===== config.mk =====
export PLATFORM = sky130hd
export DESIGN_NAME = uart_rx_frame
export DESIGN_NICKNAME = d
export VERILOG_FILES = /design/src/rtl/uart_rx_frame.sv
export SDC_FILE = /design/constraint.sdc
export NUM_CORES = 1
export LEC_CHECK = 0
export CAP_MARGIN = 20
export CORE_ASPECT_RATIO = 1.25
export CORE_MARGIN = 3
export CORE_UTILIZATION = 45
export CTS_BUF_LIST = sky130_fd_sc_hd__clkbuf_2
export DETAILED_ROUTE_END_ITERATION = 7
export PLACE_DENSITY = 0.66
export SETUP_SLACK_MARGIN = 0.15
export SYNTH_ARGS = -nofsm -noshare
export SYNTH_HDL_FRONTEND = slang
export SYNTH_SLANG_ARGS = --single-unit

===== constraint.sdc =====
create_clock -name clk -period 2.3 [get_ports clk]
set_input_delay 0.46 -clock clk [delete_from_list [all_inputs] [get_ports clk]]
set_output_delay 0.46 -clock clk [all_outputs]
set_load 0.01 [all_outputs]

===== src/rtl/uart_rx_frame.sv =====
// Oversampling UART frame receiver: start/LSB-first data/optional parity/stop, mid-bit sampling.
// Define RX_MAJORITY_VOTE_EN to decide each bit by a 3-sample majority around the bit centre.
module uart_rx_frame #(
  parameter int DATA_WIDTH = 8,
  parameter int OVERSAMPLE = 8
) (
  input  logic                  clk,
  input  logic                  RST,
  input  logic                  RX_IN,
  input  logic                  PAR_EN,
  input  logic                  PAR_TYP,
  output logic [DATA_WIDTH-1:0] P_DATA,
  output logic                  Data_Valid,
  output logic                  Par_err,
  output logic                  Stop_err
);

  localparam int CW   = $clog2(OVERSAMPLE);
  localparam int BW   = $clog2(DATA_WIDTH);
  localparam int HALF = OVERSAMPLE / 2;

  typedef enum logic [2:0] {IDLE, START, DATA, PARITY, STOP} state_t;

  state_t                state, state_d;
  logic                  sync1, rx_s;
  logic [CW-1:0]         edge_cnt;
  logic [BW-1:0]         bit_cnt;
  logic [DATA_WIDTH-1:0] shreg;
  logic                  armed, par_en_q, par_typ_q, par_bad;
  logic                  tick_last, start_det, bit_val;

  assign tick_last = (edge_cnt == CW'(OVERSAMPLE - 1));
  assign start_det = (state == IDLE) && armed && !rx_s;

`ifdef RX_MAJORITY_VOTE_EN
  logic [2:0] smp;
  logic [2:0] vote;

  always_ff @(posedge clk or posedge RST) begin
    if (RST)
      smp <= 3'b111;
    else if (state != IDLE && edge_cnt >= CW'(HALF - 1) && edge_cnt <= CW'(HALF + 1))
      smp <= {smp[1:0], rx_s};
  end

  // With OVERSAMPLE = 4 the third sample tick is the decision tick itself.
  assign vote    = (HALF + 1 == OVERSAMPLE - 1) ? {smp[1:0], rx_s} : smp;
  assign bit_val = (vote[0] & vote[1]) | (vote[0] & vote[2]) | (vote[1] & vote[2]);
`else
  logic smp;

  always_ff @(posedge clk or posedge RST) begin
    if (RST)
      smp <= 1'b1;
    else if (state != IDLE && edge_cnt == CW'(HALF))
      smp <= rx_s;
  end

  assign bit_val = smp;
`endif

  always_ff @(posedge clk or posedge RST) begin
    if (RST) state <= IDLE;
    else     state <= state_d;
  end

  // NOTE: every always_comb output gets its default first, so no path can infer a latch.
  always_comb begin
    state_d = state;
    case (state)
      IDLE:   if (start_det) state_d = START;
      START:  if (tick_last) state_d = bit_val ? IDLE : DATA;
      DATA:   if (tick_last && bit_cnt == BW'(DATA_WIDTH - 1))
                state_d = par_en_q ? PARITY : STOP;
      PARITY: if (tick_last) state_d = STOP;
      STOP:   if (tick_last) state_d = IDLE;
      default: state_d = IDLE;
    endcase
  end

  // NOTE: sequential state uses non-blocking assignments so all flops update from pre-edge values.
  always_ff @(posedge clk or posedge RST) begin
    if (RST) begin
      sync1      <= 1'b1;
      rx_s       <= 1'b1;
      edge_cnt   <= '0;
      bit_cnt    <= '0;
      shreg      <= '0;
      armed      <= 1'b1;
      par_en_q   <= 1'b0;
      par_typ_q  <= 1'b0;
      par_bad    <= 1'b0;
      P_DATA     <= '0;
      Data_Valid <= 1'b0;
      Par_err    <= 1'b0;
      Stop_err   <= 1'b0;
    end else begin
      sync1      <= RX_IN;
      rx_s       <= sync1;
      Data_Valid <= 1'b0;
      Par_err    <= 1'b0;
      Stop_err   <= 1'b0;

      if (!armed && rx_s) armed <= 1'b1;

      if (state == IDLE) begin
        // The detection cycle counts as tick 0 of the start bit.
        edge_cnt <= start_det ? CW'(1) : '0;
        bit_cnt  <= '0;
        if (start_det) begin
          par_en_q  <= PAR_EN;
          par_typ_q <= PAR_TYP;
          par_bad   <= 1'b0;
        end
      end else begin
        edge_cnt <= tick_last ? '0 : edge_cnt + 1'b1;
      end

      if (tick_last) begin
        case (state)
          DATA: begin
            shreg   <= {bit_val, shreg[DATA_WIDTH-1:1]};
            bit_cnt <= (bit_cnt == BW'(DATA_WIDTH - 1)) ? '0 : bit_cnt + 1'b1;
          end
          PARITY: par_bad <= (bit_val != (^shreg ^ par_typ_q));
          STOP: begin
            if (!bit_val) begin
              // Line held low (break) must go high before the next start is trusted.
              Stop_err <= 1'b1;
              Par_err  <= par_bad;
              armed    <= 1'b0;
            end else if (par_bad) begin
              Par_err <= 1'b1;
            end else begin
              Data_Valid <= 1'b1;
              P_DATA     <= shreg;
            end
          end
          default: ;
        endcase
      end
    end
  end

endmodule


* Yosys cells after proc, flatten, opt, wreduce, memory -nomap -nowiden *
Cells that the tools add are included.

operators by class
  add/sub/neg operators = 2
  equality and inequality tests = 13
  reduce and logical (&&, ||, !) cells = 14
  multiplexer cells = 34
  bitwise operators = 2

operator list
  operator             number
  $mux 3               12
  $mux 1               20
  $pmux 3 s5           1
  $eq 3x3->1 const B   4
  $ne 2x2->1 const B   5
  $reduce_xor 8->1     1
  $add 3x1->3 const B  2
  $eq 3x2->1 const B   2
  $logic_and 1x1->1    5
  $reduce_and 5->1     1
  $reduce_and 2->1     2
  $reduce_and 4->1     1
  $eq 3x1->1 const B   1
  $logic_not 3->1      1
  $reduce_bool 3->1    1
  $logic_not 1->1      2
  $mux 2               1
  $ne 1x1->1           1
  $not 1->1            1
  $xor 1x1->1          1

word-level totals
  bits in registers = 35
  output and inout port bits = 11

* Logic depth before layout (Yosys ltp) *
Gate-level depths: netlist of run 1.

  depth after elaboration = 7
  mapped depth = 6

* Worst setup path after synthesis of run 1 *
No wires, ideal clock.

  path kind = register -> register
  from = register edge_cnt[0]
  to = register shreg[0]
  period minus slack after synthesis = 1,703 ps
  buffers on the path = 2
  data required time = 2,173 ps
  setup slack = 597 ps
  library setup time = 127 ps
  data arrival time = 1,576 ps
  cell stages (with the launch flop) = 7
  cells stage by stage = dfrtp_1 ha_1 ha_1 clkbuf_1 nor3b_2 buf_6 mux2_1

between the ends
  cells in the longest elaborated chain, start to end = 2

RTL lines
  item                               RTL line  source
  from (decl)                        26        logic [CW-1:0] edge_cnt;
  from (signal assigned)             108       edge_cnt <= start_det ? CW'(1) : '0;
  from (signal assigned)             116       edge_cnt <= tick_last ? '0 : edge_cnt + 1'b1;
  $eq 3x3->1                         32        assign tick_last = (edge_cnt == CW'(OVERSAMPLE - 1));
  $reduce_and 2->1 (no source line)  -
  to (signal assigned)               122       shreg <= {bit_val, shreg[DATA_WIDTH-1:1]};
  to (decl)                          28        logic [DATA_WIDTH-1:0] shreg;

No other way between the ends.
A chain may end at the register's enable or synchronous reset.

* Worst setup path after layout of run 1 *
  from = register edge_cnt[0]
  to = register P_DATA[6]

between the ends
  cells in the longest elaborated chain, start to end = 2

RTL lines
  item                               RTL line  source
  $eq 3x3->1                         32
  $reduce_and 4->1 (no source line)  -
  to (signal assigned)               136       P_DATA <= shreg;
  to (decl)                          12        output logic [DATA_WIDTH-1:0] P_DATA,

No other way between the ends.

==> flow_summary.yaml, run 1 <==
drt:
  antenna_left: 0
  drc: 0
  wl_per_cell_um: 14.14
  drt_iter0_drc: 16
  via_count: 859
  drt-total-wl_mm: 2.389
  avgViaCountPerCell: 5.083
  first_pass_iters: 3
die:
  fp.dieH_um: 71.07
  io_pins: 16
  die_w_um: 58.05
  initial_core_util_pct: 47.28
  rows: 23
  core_um2: 3223
  die-area_um2: 4125
global_routing:
  first_global_vias: 902
  grt_pass1_wl_mm: 4.312
  grt_max_degree: 36
  antenna_found_initial: 0
  track_usage_pct: 14.48
  gr-total-overflow: 0
worst_setup_path:
  crit_fanout: 9
  endpoint_kind: "flip-flop"
  startpoint_type: "flip-flop"
  critical_path_required_ns: 2.56
  crit_chain: "ha_1 -> ha_1 -> and3_2 -> nand3b_4 -> mux2_2"
  cp.arrival_ns: 2.06
  cpMostUsedCell: "ha_1"
  slowest_stage: "dfrtp_1"
  max_stage_delay_ns: 0.44
  critPathKind: "flip-flop to flip-flop"
logic_synthesis:
  yosys.area.top_type: "dfrtp_1"
  yosys.cell_types.count: 34
  yosysSeqAreaShare_pct: 57.80
  synth_edf_count: 0
  synth_top_area_share_pct: 50.90
  synth_warnings: 0
  syn_area_um2: 1524
  syn_avg_cell_area_um2: 13.85
  synth_seq_cells: 35
  synth_cells: 110
  syn_nets: 120
  synthTopCellsByArea: "dfrtp_1 (51%), mux2_2 (8.9%), dfstp_2 (6.9%)"
  synth_flop_cell: "dfrtp_1"
  async_reset_ff_share_pct: 100.0
pwr:
  power.leakage_nw: 0.8626
  combPwrFrac_pct: 23.4
  clockPowerShare_pct: 19.4
  swShare_pct: 30.27
  p_sw_mw: 0.4328
  powerDensity_nw_per_um2: 814.5
  vdd_drop_max_mv: 0.4982
  cell_internal_pwr_mw: 0.9969
  pwr-share-seq_pct: 57.2
timing:
  hold_viol: 0
  drv_slew: 0
  fmax_ghz: 0.5539
  period_share_pct: 78.50
  worst_pin_slew_ns: 0.4330
  tns_ns: 0
  rsz0062_at_grt: "false"
  finClkSkew_ns: 0.03296
  fin_ws_ns: 0.4946
  setup_viol: 0
  period_minus_slack_ns: 1.805
  max-slew-margin-rel_pct: 71.13
clock_tree:
  clk_latency_ns: 0.38
  post_cts.repair.setup_buffers: 0
  cts_tree: "built"
  cts_sinks: 35
  clk_path_buf_depth: 2
  cts.repair.resized: 0
  htree_levels: 2
  clk_pin_slew_worst_paths_ns: 0.18
  root_buffer: "clkbuf_2"
  cts_buffers: 5
  ctsHoldBuffers: 0
status:
  status: "finished clean"
min_path:
  hold_path.class: "flip-flop to flip-flop"
finish:
  antennaDiodeCount: 0
  layout.nets: 141
  area.growth.synth_to_final_pct: 15.19
  nFillCells: 277
  drive_above_1_share_pct: 23.48
  multi_input_comb_area_um2: 604.3
  post-route-util_pct: 54.46
  seq_area_um2: 880.8
  fin_cells: 169
placement:
  place_worst_setup_slack_ns: 0.5448
  gp_congestion: 0.7533
  post-place-cells: 161
  dpl.hpwl_mm: 1.681
  portBuffers: 15
flow_run:
  drv_cap: 0
-- synth_stat cells (2+ instances only) --
master and n:
nor2b_1 4, nor2_1 8, mux2_1 7, a22o_1 2
dfrtp_1 31, ha_1 5, dfstp_2 4, xnor2_1 6
mux2_2 12, nand2_1 2, inv_1 5, o21ai_0 2
-- final cells by class --
| cell class | count | share of cell area [%] |
|---|---|---|
| clock buffer | 8 | 2.281 |
| inverter | 5 | 1.069 |
| multi-input combinational | 67 | 34.43 |
| sequential | 35 | 50.18 |
| tap | 37 | 2.637 |
| timing repair buffer | 17 | 9.408 |
-- through the flow --
| stage | cell area (µm²) | hold slack, ns | total power [mW] |
|---|---|---|---|
| after floorplan | 1524 | 0.3452 | 1.096 |
| after global placement | 1715 | 0.3518 | 1.157 |
| after detailed placement | 1715 | 0.3479 | 1.171 |
| after CTS | 1755 | 0.3678 | 1.456 |
| after global routing | 1755 | 0.3751 | 1.545 |
| final | 1755 | 0.3662 | 1.430 |
-- flip-flops by register name, indices dropped and copies added (netlist names) --
name        cells
P_DATA          8
shreg           8
bit_cnt         3
edge_cnt        3
state           3
Data_Valid      1
Par_err         1
Stop_err        1
armed           1
bit_val         1
par_bad         1
par_en_q        1
par_typ_q       1
rx_s            1
sync1           1
-- cells by family after synthesis --
family                   count (synthesis)  share of synthesized area (%)
AND/OR/NAND/NOR                         26                          11.58
AO/OA/AOI/OAI                            9                          4.434
multiplexers                            19                          14.04
buffers and inverters                    8                          2.545
flip-flops                              35                          57.80
XOR/XNOR                                 8                          5.501
adder cells (fa/ha/maj)                  5                          4.105
-- layout by cell type (no fill, tap or decap), drive strengths merged, types with 2 or more instances in the layout --
cell type       n
a22o            2
buf             2
clkbuf          8
clkdlybuf4s50  15
dfrtp          31
dfstp           4
ha              5
inv             5
mux2           19
nand2           2
nand3b          2
nor2            8
nor2b           4
nor3            2
nor3b           2
o21ai           2
xnor2           6
-- routing by layer --
metal	global-route usage (%)	wire length, µm	part of all wire [%]	vias up
met2	21.36	1142	48	16
met4	7.732	62	2.6	0
met1	18.18	1077	45	409
li1	-	-	-	428
met5	0	0	0	-
met3	5.657	106	4.4	6
-- power by group through the flow --
stage / Combinational [mW] / Clock [mW] / Sequential [mW]
2_1_floorplan: 0.302 / 0 / 0.794
3_3_place_gp: 0.329 / 0 / 0.827
3_5_place_dp: 0.340 / 0 / 0.831
4_1_cts: 0.343 / 0.296 / 0.818
5_1_grt: 0.385 / 0.326 / 0.833
6_report: 0.334 / 0.278 / 0.818
-- worst max-delay path, delay by kind of cell (launching register included) --
family,cells,cell delay (ns)
adders and majority gates,2,0.47
DFF,1,0.44
and+or+nand+nor,2,0.42
muxes,1,0.35
-- final timing paths --
kind	startpoint	end	slack, ns	cells after the start
worst max-delay path	edge_cnt[0]	P_DATA[6]	0.49	5
max in group asynchronous	RST	bit_val	1.48	3
worst min-delay path	sync1	rx_s	0.37	0
worst min register to register	sync1	rx_s	0.37	0
min in group asynchronous	RST	shreg[7]	0.44	3
worst max register to register	edge_cnt[0]	P_DATA[6]	0.49	5
No activity file was read; power rests on OpenSTA's default activity.
==> run 2, diff against run 1 <==
==> constraint.sdc (replaced) <==
create_clock -name clk -period 1.7 [get_ports clk]
set_input_delay 0.34 -clock clk [delete_from_list [all_inputs] [get_ports clk]]
set_output_delay 0.34 -clock clk [all_outputs]
set_load 0.01 [all_outputs]
==> run 2 against run 1 <==
Compared with the run above:
- maximum frequency increased by 15%
- sequential power up 39%
- clock-buffer cell count is 2 lower
- critical path depth stayed put
- setup slack worse by 0.36 ns
- critical path type unchanged
- largest cell class unchanged
==> flow_summary.yaml, run 2 (same netlist as run 1, synthesis figures left out) <==
die:
  initial_core_util_pct: 47.28
  core_um2: 3223
  die-area_um2: 4125
  die_w_um: 58.05
  io_pins: 16
  fp.dieH_um: 71.07
  rows: 23
placement:
  dpl.hpwl_mm: 1.851
  gp_congestion: 0.8732
  post-place-cells: 164
  portBuffers: 15
  placed_cell_area_um2: 1832
timing:
  hold_viol: 0
  hold_slack_ns: 0.2782
  period_minus_slack_ns: 1.567
  finClkSkew_ns: 0.003873
  tns_ns: 0
  drv_slew: 0
  rsz0062_at_grt: "true"
  worst_pin_slew_ns: 0.3201
  setup_viol: 0
  fmax_ghz: 0.6383
  period_share_pct: 92.15
  max-slew-margin-rel_pct: 78.66
clock_tree:
  cts_sinks: 35
  htree_levels: 2
  clk_path_buf_depth: 2
  root_buffer: "clkbuf_2"
  clk_pin_slew_worst_paths_ns: 0.16
  cts_buffers: 5
  clk_latency_ns: 0.36
  cts_tree: "built"
drt:
  avgViaCountPerCell: 5.321
  drt_iter0_drc: 6
  wl_per_cell_um: 15.12
  drc: 0
  antenna_left: 0
  via_count: 979
  first_pass_iters: 4
  drt-total-wl_mm: 2.782
global_routing:
  grt_max_degree: 22
  antenna_found_initial: 0
  grt_pass1_wl_mm: 5.002
  gr-total-overflow: 0
  track_usage_pct: 16.09
  first_global_vias: 1080
worst_setup_path:
  critical_path_required_ns: 1.97
  crit_fanout: 12
  cp.arrival_ns: 1.84
  critPathKind: "flip-flop to flip-flop"
  r2r_cells: 5
  endpoint_kind: "flip-flop"
  startpoint_type: "flip-flop"
finish:
  layout_commonest_cell: "dfrtp_1"
  seq_area_um2: 882.1
  antennaDiodeCount: 0
  multi_input_comb_area_um2: 705.7
  reg_top3: "P_DATA: 8 flops, shreg: 8 flops"
  drive_above_1_share_pct: 36.73
  design_area_um2: 1959
  most-common-layout-cells: "dfrtp_1 (30), mux2_4 (15), buf_4 (15), dlygate4sd2_1 (11), nor2_1 (8)"
  area.growth.synth_to_final_pct: 28.57
  layout.nets: 156
  nFillCells: 272
  fin_cells: 184
flow_run:
  drv_cap: 0
status:
  status: "finished clean"
pwr:
  power.leakage_nw: 1.041
  p_total_mw: 2.074
  vdd_drop_max_mv: 0.6639
  powerDensity_nw_per_um2: 1058
min_path:
  hold_path.class: "primary input to async pin"
==> run 2: cell types whose count changed in the layout (fill, tap and decap cells not counted), sizes merged <==
cell and change:
buf +14, clkbuf -2, clkdlybuf4s50 -11, clkinv +2
dlygate4sd2 +11, nand3b +1
==> run 2: where the power goes <==
part | switching (mW) | total (mW) | internal (mW) | leakage (nW)
Sequential | 0.173 | 1.14 | 0.968 | 0.458
Combinational | 0.230 | 0.576 | 0.345 | 0.555
Clock | 0.258 | 0.357 | 0.0991 | 0.0281
Total | 0.661 | 2.07 | 1.41 | 1.04
==> run 2: timing repair <==
action,CTS,global route
endpoints found under the setup margin,29,21
pin swaps,1,0
gates cloned,1,0
buffers inserted,8,3
resized for setup,12,1
hold buffers,0,0
==> run 2: worst paths after layout <==
check	end	start	slack (ns)
max	shreg[7]	edge_cnt[0]	0.13
min	edge_cnt[0]	RST	0.28
max reg2reg	shreg[7]	edge_cnt[0]	0.13
min reg2reg	rx_s	sync1	0.37
max in group asynchronous	par_bad	RST	1.18
min in group clk	sync1	RX_IN	0.37
==> run 2: final cells by class <==
| type | count | share of cell area (%) |
|---|---|---|
| Timing Repair Buffer | 31 | 13.73 |
| Clock buffer | 6 | 1.533 |
| Sequential cell | 35 | 45.02 |
| Inverter | 5 | 0.9579 |
| Multi-Input combinational cell | 68 | 36.02 |
| Tap cell | 37 | 2.363 |
| Clock inverter | 2 | 0.3831 |
==> run 2: metal layers <==
| metal | vias up | share of wire, % | GRT usage [%] |
|---|---|---|---|
| met4 | 0 | 2.2 | 7.990 |
| met2 | 19 | 53 | 27.39 |
| met5 | - | 0 | 0 |
| met1 | 497 | 41 | 18.11 |
| li1 | 455 | - | - |
| met3 | 8 | 3.7 | 4.562 |
==> run 2: critical path: stages (launching register included) <==
cell and delay (ns):
dfrtp_1 0.40, ha_2 0.19, ha_4 0.16, nor3b_4 0.22
buf_12 0.17, mux2_2 0.33
==> run 2: per-stage QoR <==
stage                     setup slack, ns  util (%)
after CTS                          0.1348     60.05
after global placement             0.1391     56.83
after global routing              0.08469     60.79
final                              0.1335     60.79
after floorplan                    0.1087         -
after detailed placement           0.1005     56.83
==> run 3, diff against run 2 <==
--- a/config.mk
+++ b/config.mk
@@ -12,6 +12,7 @@
 export CTS_BUF_LIST = sky130_fd_sc_hd__clkbuf_2
 export DETAILED_ROUTE_END_ITERATION = 7
 export PLACE_DENSITY = 0.66
+export REMOVE_ABC_BUFFERS = 1
 export SETUP_SLACK_MARGIN = 0.15
 export SYNTH_ARGS = -nofsm -noshare
 export SYNTH_HDL_FRONTEND = slang
==> run 3 against run 2 <==
Compared with the run above:
- highest routed layer unchanged
- global-route usage increased by 0.41 points
- die area stayed put
- critical path type unchanged
- combinational power rose by 23%
- clock-buffer cell count shrank 1
==> flow_summary.yaml, run 3 (same netlist as run 1, synthesis figures left out) <==
status:
  status: "finished clean"
pwr:
  p_total_mw: 2.501
  clockPowerShare_pct: 27.4
  pwr-share-seq_pct: 44.3
  power.leakage_nw: 1.067
  combPwrFrac_pct: 28.3
  p_sw_mw: 0.7327
  swShare_pct: 29.29
  cell_internal_pwr_mw: 1.769
  powerDensity_nw_per_um2: 1240
  vdd_drop_max_mv: 0.8541
finish:
  drive_above_1_share_pct: 34.69
  layout.nets: 156
  design_area_um2: 2017
  nFillCells: 268
  layout_commonest_cell: "dfrtp_1"
  most-common-layout-cells: "dfrtp_1 (31), buf_4 (13), dlygate4sd2_1 (11), nor2_1 (8), mux2_4 (8)"
  reg_top3: "P_DATA: 8 flops, shreg: 8 flops"
  antennaDiodeCount: 0
  area.growth.synth_to_final_pct: 32.35
timing:
  worst_pin_slew_ns: 0.2876
  rsz0062_at_grt: "true"
  finClkSkew_ns: 0.02666
  max-slew-margin-rel_pct: 80.77
  period_minus_slack_ns: 1.641
  hold_slack_ns: 0.2559
  fin_ws_ns: 0.05859
  fmax_ghz: 0.6092
  setup_viol: 0
  drv_slew: 0
  period_share_pct: 96.55
  hold_viol: 0
worst_setup_path:
  cp.arrival_ns: 1.92
  startpoint_type: "flip-flop"
  critical_path_required_ns: 1.97
  slowest_stage: "dfrtp_1"
  reg2reg_slack_ns: 0.06
  critPathKind: "flip-flop to flip-flop"
  endpoint_kind: "flip-flop"
  cpMostUsedCell: "ha_4"
  crit_fanout: 5
  cp.buffers_inverters: 1
  crit_chain: "ha_4 -> ha_4 -> buf_6 -> and3_4 -> nand3b_4 -> mux2_4"
  max_stage_delay_ns: 0.46
  crit_family: "flip-flops"
global_routing:
  first_global_vias: 1058
  gr-total-overflow: 0
  grt_pass1_wl_mm: 5.023
  track_usage_pct: 16.50
  grt_max_degree: 36
  antenna_found_initial: 0
clock_tree:
  clk_pin_slew_worst_paths_ns: 0.20
  cts_tree: "built"
  cts_sinks: 35
  htree_levels: 2
  ctsHoldBuffers: 0
  clk_path_buf_depth: 2
  cts_buffers: 5
  root_buffer: "clkbuf_2"
  clk_latency_ns: 0.39
drt:
  drc: 0
  avgViaCountPerCell: 5.310
  antenna_left: 0
  first_pass_iters: 4
  drt_iter0_drc: 17
  via_count: 977
  wl_per_cell_um: 15.39
  drt-total-wl_mm: 2.832
placement:
  gp_congestion: 0.7860
  dpl.hpwl_mm: 1.824
  place_worst_setup_slack_ns: -0.2570
  portBuffers: 15
  placed_cell_area_um2: 1765
min_path:
  hold_path.class: "primary input to async pin"
die:
  io_pins: 16
  die-area_um2: 4125
  fp.dieH_um: 71.07
  core_um2: 3223
  die_w_um: 58.05
  rows: 23
  initial_core_util_pct: 47.28
flow_run:
  drv_cap: 0
## run 3: layer usage
layer | wire [µm] | vias up | share of wire [%] | GRT usage (%)
met4 | 70 | 0 | 2.5 | 9.021
li1 | - | 459 | - | -
met2 | 1374 | 20 | 49 | 25.50
met5 | 0 | - | 0 | 0
met1 | 1269 | 491 | 45 | 20.62
met3 | 118 | 7 | 4.2 | 4.745
## run 3: repair_timing
action,CTS,global route
endpoints found under the hold margin,0,0
cloned,1,0
resized for setup,26,7
pin swaps,3,3
setup buffers,6,3
setup endpoints to repair,30,20
## run 3: path summary, 6_finish.rpt
check | startpoint | end | cells after the start
setup reg to reg | edge_cnt[0] | P_DATA[1] | 6
max in group asynchronous | RST | sync1 | 3
min in group clk | sync1 | rx_s | 0
hold reg to reg | sync1 | rx_s | 0
hold / removal | RST | shreg[1] | 3
setup / recovery | edge_cnt[0] | P_DATA[1] | 6
## run 3: stage by stage
stage,utilization [%],instances,setup TNS (ns)
finish,62.58,184,0
global route,62.58,184,0
CTS,61.26,181,0
detailed placement,54.77,166,-2.928
global placement,54.77,166,-1.517
floorplan,-,107,-1.073
## run 3: power groups by stage
stage	Clock, mW	Combinational (mW)	Sequential, mW
2_1_floorplan	0	0.385	1.09
3_3_place_gp	0	0.553	1.08
3_5_place_dp	0	0.578	1.09
4_1_cts	0.703	0.661	1.11
5_1_grt	0.737	0.793	1.13
6_report	0.686	0.707	1.11
## run 3: layout make-up
type	instances	area, µm²	area share (%)
Sequential cell	35	880.8	43.67
Multi-Input combinational cell	68	701.9	34.80
Timing Repair Buffer	31	276.5	13.71
Clock inverter	3	67.56	3.350
Tap cell	37	46.29	2.295
Clock buffer	5	25.02	1.241
Inverter	5	18.77	0.9305
## run 3: worst reg2reg max path, cell delays in order, from the launching register on
cell	delay, ns
dfrtp_1	0.46
ha_4	0.18
ha_4	0.15
buf_6	0.11
and3_4	0.17
nand3b_4	0.15
mux2_4	0.32
